**src/rtl/counter_pkg.sv**
```systemverilog
// Shared definitions for the up/down modulo counter family: count modes and the
// helper that clamps loads and steps into the legal count range.
package counter_pkg;

    localparam bit CNT_MODE_WRAP = 1'b0;
    localparam bit CNT_MODE_SAT  = 1'b1;

    // Wide enough for any counter instance; callers cast in and out at their own width.
    localparam int CLAMP_W = 64;

    function automatic logic [CLAMP_W-1:0] clamp_to_max(
        input logic [CLAMP_W-1:0] value,
        input logic [CLAMP_W-1:0] max
    );
        return (value > max) ? max : value;
    endfunction

endpackage

```
**src/rtl/counter_step_alu.sv**
```systemverilog
// Combinational next-count calculation for one count edge: applies an already
// clamped step up or down and either wraps modulo MAX_VALUE+1 or saturates.
module counter_step_alu
    import counter_pkg::*;
#(
    parameter int unsigned      WIDTH     = 8,
    parameter logic [WIDTH-1:0] MAX_VALUE = {WIDTH{1'b1}}
) (
    input  logic [WIDTH-1:0] count,
    input  logic [WIDTH-1:0] step,
    input  logic             down,
    input  logic             mode,
    output logic [WIDTH-1:0] next_count,
    output logic             boundary
);

    // One extra bit so count+step and count+modulus never overflow.
    localparam logic [WIDTH:0] MAX_W = {1'b0, MAX_VALUE};
    localparam logic [WIDTH:0] MOD_W = MAX_W + 1'b1;

    logic [WIDTH:0] cnt_w;
    logic [WIDTH:0] step_w;
    logic [WIDTH:0] sum;

    assign cnt_w  = {1'b0, count};
    assign step_w = {1'b0, step};
    assign sum    = cnt_w + step_w;

    always_comb begin
        next_count = count;
        boundary   = 1'b0;
        if (step_w != '0) begin
            if (!down) begin
                if (mode == CNT_MODE_SAT) begin
                    if (sum >= MAX_W) begin
                        next_count = MAX_VALUE;
                        boundary   = 1'b1;
                    end else begin
                        next_count = WIDTH'(sum);
                    end
                end else if (sum > MAX_W) begin
                    next_count = WIDTH'(sum - MOD_W);
                    boundary   = 1'b1;
                end else begin
                    next_count = WIDTH'(sum);
                end
            end else begin
                if (mode == CNT_MODE_SAT) begin
                    if (step_w >= cnt_w) begin
                        next_count = '0;
                        boundary   = 1'b1;
                    end else begin
                        next_count = WIDTH'(cnt_w - step_w);
                    end
                end else if (step_w > cnt_w) begin
                    next_count = WIDTH'(cnt_w + MOD_W - step_w);
                    boundary   = 1'b1;
                end else begin
                    next_count = WIDTH'(cnt_w - step_w);
                end
            end
        end
    end

endmodule

```
**src/rtl/counter_updown_mod.sv**
```systemverilog
// Settable up/down counter with programmable step, modulo limit, wrap or saturate
// mode, synchronous clear, terminal-count pulse and compare-match flag.
module counter_updown_mod
    import counter_pkg::*;
#(
    parameter int unsigned      WIDTH       = 8,
    parameter logic [WIDTH-1:0] MAX_VALUE   = {WIDTH{1'b1}},
    parameter bit               SATURATE    = 1'b0,
    parameter logic [WIDTH-1:0] RESET_VALUE = '0
) (
    input  logic             clk,
    input  logic             rst_n,
    input  logic             i_clear,
    input  logic             i_set_en,
    input  logic [WIDTH-1:0] i_data,
    input  logic             i_count_en,
    input  logic             i_down,
    input  logic [WIDTH-1:0] i_step,
    input  logic [WIDTH-1:0] i_cmp,
    output logic [WIDTH-1:0] number,
    output logic             o_tc,
    output logic             o_zero,
    output logic             o_match
);

    localparam logic MODE = SATURATE ? CNT_MODE_SAT : CNT_MODE_WRAP;

    logic [WIDTH-1:0] step_eff;
    logic [WIDTH-1:0] data_eff;
    logic [WIDTH-1:0] alu_next;
    logic             alu_tc;

    assign step_eff = WIDTH'(clamp_to_max(CLAMP_W'(i_step), CLAMP_W'(MAX_VALUE)));
    assign data_eff = WIDTH'(clamp_to_max(CLAMP_W'(i_data), CLAMP_W'(MAX_VALUE)));

    counter_step_alu #(
        .WIDTH     (WIDTH),
        .MAX_VALUE (MAX_VALUE)
    ) u_alu (
        .count      (number),
        .step       (step_eff),
        .down       (i_down),
        .mode       (MODE),
        .next_count (alu_next),
        .boundary   (alu_tc)
    );

    always_ff @(posedge clk) begin
        if (!rst_n) begin
            number <= RESET_VALUE;
            o_tc   <= 1'b0;
        end else if (i_clear) begin
            number <= RESET_VALUE;
            o_tc   <= 1'b0;
        end else if (i_set_en) begin
            number <= data_eff;
            o_tc   <= 1'b0;
        end else if (i_count_en) begin
            number <= alu_next;
            o_tc   <= alu_tc;
        end else begin
            o_tc   <= 1'b0;
        end
    end

    assign o_zero  = (number == '0);
    assign o_match = (number == i_cmp);

endmodule

```
**config.mk**
```make
export PLATFORM = sky130hd
export DESIGN_NAME = counter_updown_mod
export DESIGN_NICKNAME = d
export VERILOG_FILES = /design/src/rtl/counter_pkg.sv /design/src/rtl/counter_step_alu.sv /design/src/rtl/counter_updown_mod.sv
export SDC_FILE = /design/constraint.sdc
export NUM_CORES = 1
export LEC_CHECK = 0
export CAP_MARGIN = 0
export CORE_MARGIN = 3
export CORE_UTILIZATION = 47
export DETAILED_ROUTE_END_ITERATION = 16
export PLACE_DENSITY = 0.92
export SKIP_LAST_GASP = 1
export SLEW_MARGIN = 20
export SYNTH_ARGS = -nofsm -noshare
export SYNTH_HDL_FRONTEND = slang
export SYNTH_SLANG_ARGS = --single-unit
```
**constraint.sdc**
```tcl
create_clock -name clk -period 2.2 [get_ports clk]
set_input_delay 0.44 -clock clk [delete_from_list [all_inputs] [get_ports clk]]
set_output_delay 0.44 -clock clk [all_outputs]
set_load 0.05 [all_outputs]
```
**Word level (Yosys, flattened, before mapping)**

Cells that the tools add are included.

- Register bits after elaboration: 9
- Logic and storage cells: 29

- Add/sub/neg operators: 5
- Magnitude comparators: 2
- Eq/ne operators: 1
- Mux-type cells: 9
- Bitwise gates (word level): 3
- Reduce and logical (&&, ||, !) cells: 7

Operators by type and width:

| cell | count |
|---|---|
| 8-bit two-way mux | 6 |
| 8-bit subtractor | 2 |
| 8-bit by 8-bit adder with 9-bit output | 1 |
| 9-bit by 8-bit greater-than comparator with 1-bit output (second input constant) | 1 |
| 9-bit nonzero test | 1 |
| 8-bit by 1-bit adder with 8-bit output (second input constant) | 1 |
| 8-bit equality test | 1 |
| 8-bit greater-than comparator | 1 |
| 8-bit logical NOT | 1 |
| 8-bit by 1-bit subtractor with 8-bit output (second input constant) | 1 |
| 5-bit OR reduction | 1 |
| 2-bit nonzero test | 2 |
| 1-bit two-way mux | 3 |
| 1-bit NOT | 3 |
| 2-bit AND reduction | 1 |
| 2-bit OR reduction | 1 |

**Depth between registers and ports, before layout**

- Depth after elaboration: 7
- Depth in mapped cells: 9

**Hierarchy**

Synthesis repeated with hierarchy kept, for this count alone.

- Cell total of the unflattened synthesis: 208
- Area, all modules: 1,651.6 sq um

Modules (own cells, without submodules):

| module | times used | cells each | area an instance (sq um) |
|---|---|---|---|
| counter_step_alu | 1 | 154 | 1,133.6 |
| counter_updown_mod | 1 | 54 | 518.0 |

**Worst setup path after synthesis**

No wires, ideal clock.

- Path type: reg2reg
- Start point: register number[0]
- End point: register number[4]
- Setup time: 70 ps
- Arrival: 2,191 ps
- Data required time: 2,130 ps
- Setup slack: -61 ps
- Stages on the path, launching flop included: 9
- Path buffers: 0
- Clock period less this slack: 2,261 ps
- Cells stage by stage: dfxtp_1 -> inv_1 -> ha_1 -> fa_1 -> nor2b_4 -> o21a_1 -> o311ai_1 -> a311o_1 -> a21oi_1

- Longest elaborated chain between the ends: 7

RTL lines:

| element | RTL line | RTL |
|---|---|---|
| start: declaration | counter_updown_mod.sv:20 | `output logic [WIDTH-1:0] number,` |
| start signal: assignment | counter_updown_mod.sv:56 | `number <= data_eff;` |
| start signal: assignment | counter_updown_mod.sv:59 | `number <= alu_next;` |
| 8-bit by 8-bit adder with 9-bit output / 8-bit by 1-bit adder with 8-bit output (equally long branches) | counter_step_alu.sv:27, counter_step_alu.sv:56 |  |
| 8-bit by 1-bit subtractor with 8-bit output (tied with other cells) | counter_step_alu.sv:42 | `next_count = WIDTH'(sum - MOD_W);` |
| 8-bit two-way mux (on tied branches) | counter_step_alu.sv:41, counter_step_alu.sv:55 |  |
| 8-bit two-way mux (*) | counter_step_alu.sv:33 | `if (!down) begin` |
| 8-bit two-way mux (*) | counter_step_alu.sv:32 | `if (step_w != '0) begin` |
| 8-bit two-way mux (*) | counter_updown_mod.sv:58 | `end else if (i_count_en) begin` |
| 8-bit two-way mux (*) | counter_updown_mod.sv:55 | `end else if (i_set_en) begin` |

Mark *: on every way between the ends. The rest lies on a longest branch, timed or not. The select of a mux whose other input is x is not followed.
A chain may end at the register's enable or synchronous reset.

**Final worst setup path**

- Start point: input port i_step[1]
- End point: register number[5]

- Longest elaborated chain between the ends: 7

RTL lines:

| element | RTL line | RTL |
|---|---|---|
| start: declaration | counter_updown_mod.sv:18 | `input logic [WIDTH-1:0] i_step,` |
| 8-bit by 8-bit adder with 9-bit output | counter_step_alu.sv:27 | `assign sum = cnt_w + step_w;` |
| 8-bit by 1-bit subtractor with 8-bit output / 9-bit by 8-bit greater-than comparator with 1-bit output (equally long branches) | counter_step_alu.sv:42, counter_step_alu.sv:41 |  |
| 8-bit two-way mux | counter_step_alu.sv:41 | `end else if (sum > MAX_W) begin` |
| 8-bit two-way mux | counter_step_alu.sv:33 |  |
| 8-bit two-way mux | counter_step_alu.sv:32 |  |
| 8-bit two-way mux | counter_updown_mod.sv:58 |  |
| 8-bit two-way mux | counter_updown_mod.sv:55 |  |

Several ways; a longest one is shown, not always the timed one. The select of a mux whose other input is x is not followed.

==> Implementation_results.wiki <==
{| class="wikitable"
! Metric !! Value
|-
| Arrival time of the worst setup path || 2.35 ns
|-
| Share of synthesized area spent on multiplexers || 0.01575
|-
| Wirelength, routed || 4.445 mm
|-
| Root Buffer Master || sky130_fd_sc_hd__clkbuf_4
|-
| DR iter-0 viols || 92
|-
| Clock period minus worst slack || 2.155 ns
|-
| I/O pin count || 41
|-
| Post-Synthesis Cells || 164
|-
| Cell type with the largest total area after synthesis || sky130_fd_sc_hd__ha_1
|-
| Fraction of synthesized cell area taken by the top area cell type || 0.1575
|-
| Clock-pin slew of the registers on the worst-case setup and hold paths || 0.07 ns
|-
| Number of rows in the core area || 18
|-
| Clock Latency Late Sink || 0.27 ns
|-
| Critical Path Source Type || primary input
|-
| Share of the synthesized netlist area taken by xor and xnor gates || 0.08268
|-
| Critical Path RT || 2.40 ns
|-
| Sequential area share after synthesis || 0.1417
|-
| Post-Synth Simple-Gate Area || 0.2352
|-
| Input/output buffers || 40
|-
| Die Span Y || 58.01 um
|-
| Status || finished, final reports clean
|-
| Adder and majority gate portion of the synthesized area || 0.1890
|-
| Total of fill cells in the finished design || 156
|-
| Number of routed nets with antenna violations || 0
|-
| Antenna diode count || 0
|-
| Setup WS post-layout || 0.04546 ns
|-
| Tightest Hold Check Type || flip-flop to flip-flop
|-
| Slew at the pin closest to its max-slew limit || 0.5175 ns
|-
| Number of library cell types mapped by synthesis || 46
|-
| Initial Utilization || 0.5040
|-
| Unrepaired setup endpoints after global routing || yes
|-
| First-pass GRT wire length || 6.927 mm
|-
| Finish-stage setup viols || 0
|-
| YS warnings || 0
|-
| Largest fanout on the critical path || 4
|-
| TritonCTS Sinks || 9
|-
| Initial DRT Pass Iterations || 4
|-
| Yosys reg bits || 9
|-
| Complex-gate fraction of the synthesized area || 0.2648
|-
| Hold_ws || 0.7092 ns
|-
| Net count after synthesis || 212
|-
| Number of buffers inserted by hold repair at cts || 0
|-
| Maximum operating frequency || 0.4641 GHz
|-
| Biggest area contributors in the synthesized netlist || sky130_fd_sc_hd__ha_1 (16%), sky130_fd_sc_hd__dfxtp_1 (14%), sky130_fd_sc_hd__xnor2_1 (6.2%)
|-
| Count of pins over their slew limit || 0
|-
| Worst slew slack as a fraction of its limit || 0.6530
|-
| Routed via count || 1509
|-
| Total routing resource utilization after global routing || 0.2703
|-
| DRC violation count after routing || 0
|-
| Final hold vios || 0
|-
| Setup clock skew after layout || 0.004274 ns
|-
| Cts bufs inserted || 3
|-
| Via density || 5.941
|-
| Bufs on Longest Clock Path || 2
|-
| List of most frequent post-synthesis cells || sky130_fd_sc_hd__nor2_1 (17), sky130_fd_sc_hd__ha_1 (16), sky130_fd_sc_hd__inv_1 (14)
|-
| Mapped cell area || 0.001271 mm^2
|-
| Maximum vdd ir drop || 0.4551 mV
|-
| Post-synth EDFFs || 0
|-
| Async set-or-reset flop fraction in the synthesized netlist || 0
|-
| Layout Cells excl Fill || 254
|-
| Global route total overflow || 0
|-
| Number of maximum-capacitance constraint violations || 0
|-
| Clock tree from TritonCTS || done
|-
| GPL Wtd Cong || 0.8632
|-
| Final cycle utilization of the critical path || 0.9793
|-
| Power density cells || 364.2 mW/mm^2
|-
| Average detailed-routed wire length per instance || 17.50 um
|-
| Layout Nets || 273
|-
| Static leakage power || 0.8493 nW
|-
| Antenna violations before repair || 0
|-
| Number of levels the H-tree was split into || 1
|-
| Total setup buffers inserted after CTS || 0
|-
| Pre-CTS worst setup slack || -0.3702 ns
|-
| Total negative setup slack || 0 ns
|-
| Top flip-flop cell by instance count after synthesis || sky130_fd_sc_hd__dfxtp_1
|-
| Total die area || 0.003365 mm^2
|-
| Nature of the critical path endpoint || flip-flop
|-
| Largest net degree at the start of global routing || 20
|-
| Die span in x || 58.01 um
|-
| Ratio of cells with drive above 1 in the final layout || 0.2232
|-
| Vias in the first global route || 1516
|-
| Combinational family with the most area after synthesis || compound AO/OA/AOI/OAI gates
|-
| Syn avg cell area || 7.751 um^2
|-
| Area of the core || 0.002522 mm^2
|-
| Post-synthesis to final-layout area growth || 57.38%
|-
| Leading cell type by number of instances after synthesis || sky130_fd_sc_hd__nor2_1
|-
| Critical Setup Path Class || primary input to flip-flop
|-
| Total placed cells including tap cells || 250
|-
| Post-DP HPWL || 3.510 mm
|}
repair_timing:
item	in CTS	in global routing
resized for setup	8	9
endpoints found under the setup margin	6	6
pin swaps	5	2
endpoints found under the hold margin	0	0
state kept, by name, indices dropped and copies added, names as in the netlist:
register	cells
o_tc	1
number	8
power by group:
part / internal, W / leakage [nW] / switching, W / total [W]
Clock: 0.0000704 / 0.0150 / 0.0000688 / 0.000139
Combinational: 0.000200 / 0.760 / 0.000201 / 0.000401
Sequential: 0.000171 / 0.0740 / 0.0000171 / 0.000188
Total: 0.000442 / 0.849 / 0.000287 / 0.000729
through the flow:
stage	area, um^2	power (W)	utilization
after floorplan	1272	0.0003939	-
after global placement	1882	0.0005508	0.7460
after detailed placement	1882	0.0005668	0.7460
after CTS	1947	0.0007088	0.7718
after global routing	2001	0.0007707	0.7932
final	2001	0.0007286	0.7932
cells by family (layout without fill, tap and decap cells):
family	after synthesis	in the layout
buffers and inverters	22	82
muxes	2	2
DFF	9	9
adders and majority gates	18	18
AOI/OAI and AO/OA	48	48
and+or+nand+nor	53	53
xor gates and xnor gates	12	12
layout make-up:
type / count / area (um^2) / area share
tap: 30 / 37.54 / 0.01876
timing repair buffer: 63 / 610.6 / 0.3052
multi-input combinational: 133 / 1089 / 0.5441
inverter: 15 / 56.30 / 0.02814
clock buffer: 4 / 26.28 / 0.01313
sequential: 9 / 181.4 / 0.09068
final timing paths:
path | start | endpoint | slack [ns] | cells after the start
setup / recovery | i_step[1] | number[5] | 0.05 | 10
hold / removal | number[4] | number[4] | 0.71 | 3
setup reg to reg | number[0] | number[4] | 0.21 | 8
hold reg to reg | number[4] | number[4] | 0.71 | 3
worst max-delay path: stages:
cell and delay (ns):
sky130_fd_sc_hd__clkdlybuf4s50_1 0.44, sky130_fd_sc_hd__buf_4 0.18, sky130_fd_sc_hd__ha_1 0.21, sky130_fd_sc_hd__nor2_1 0.16
sky130_fd_sc_hd__a221oi_2 0.08, sky130_fd_sc_hd__buf_4 0.14, sky130_fd_sc_hd__o31ai_1 0.26, sky130_fd_sc_hd__o31ai_1 0.14
sky130_fd_sc_hd__xor2_1 0.16, sky130_fd_sc_hd__o21ai_1 0.14
routing by layer:
layer	track usage	up-vias	share of wire
li1	-	718	-
met1	0.2913	713	0.37
met2	0.5210	66	0.54
met3	0.06459	12	0.062
met4	0.06623	0	0.020
met5	0	-	0
cell usage in the layout (no fill, tap or decap), drive strengths merged, types with 4 or more instances in the layout:
cell type       n
nor2           17
nor4            4
nand2           8
nand2b          4
clkdlybuf4s50  36
buf            25
a21oi          12
o31ai           4
inv            15
a211oi          7
dfxtp           9
a31oi           4
o21ai           7
xnor2           9
nor2b           4
ha             16
nand3           4
clkbuf          4
Note: power is estimated with default switching activity, not from simulation.
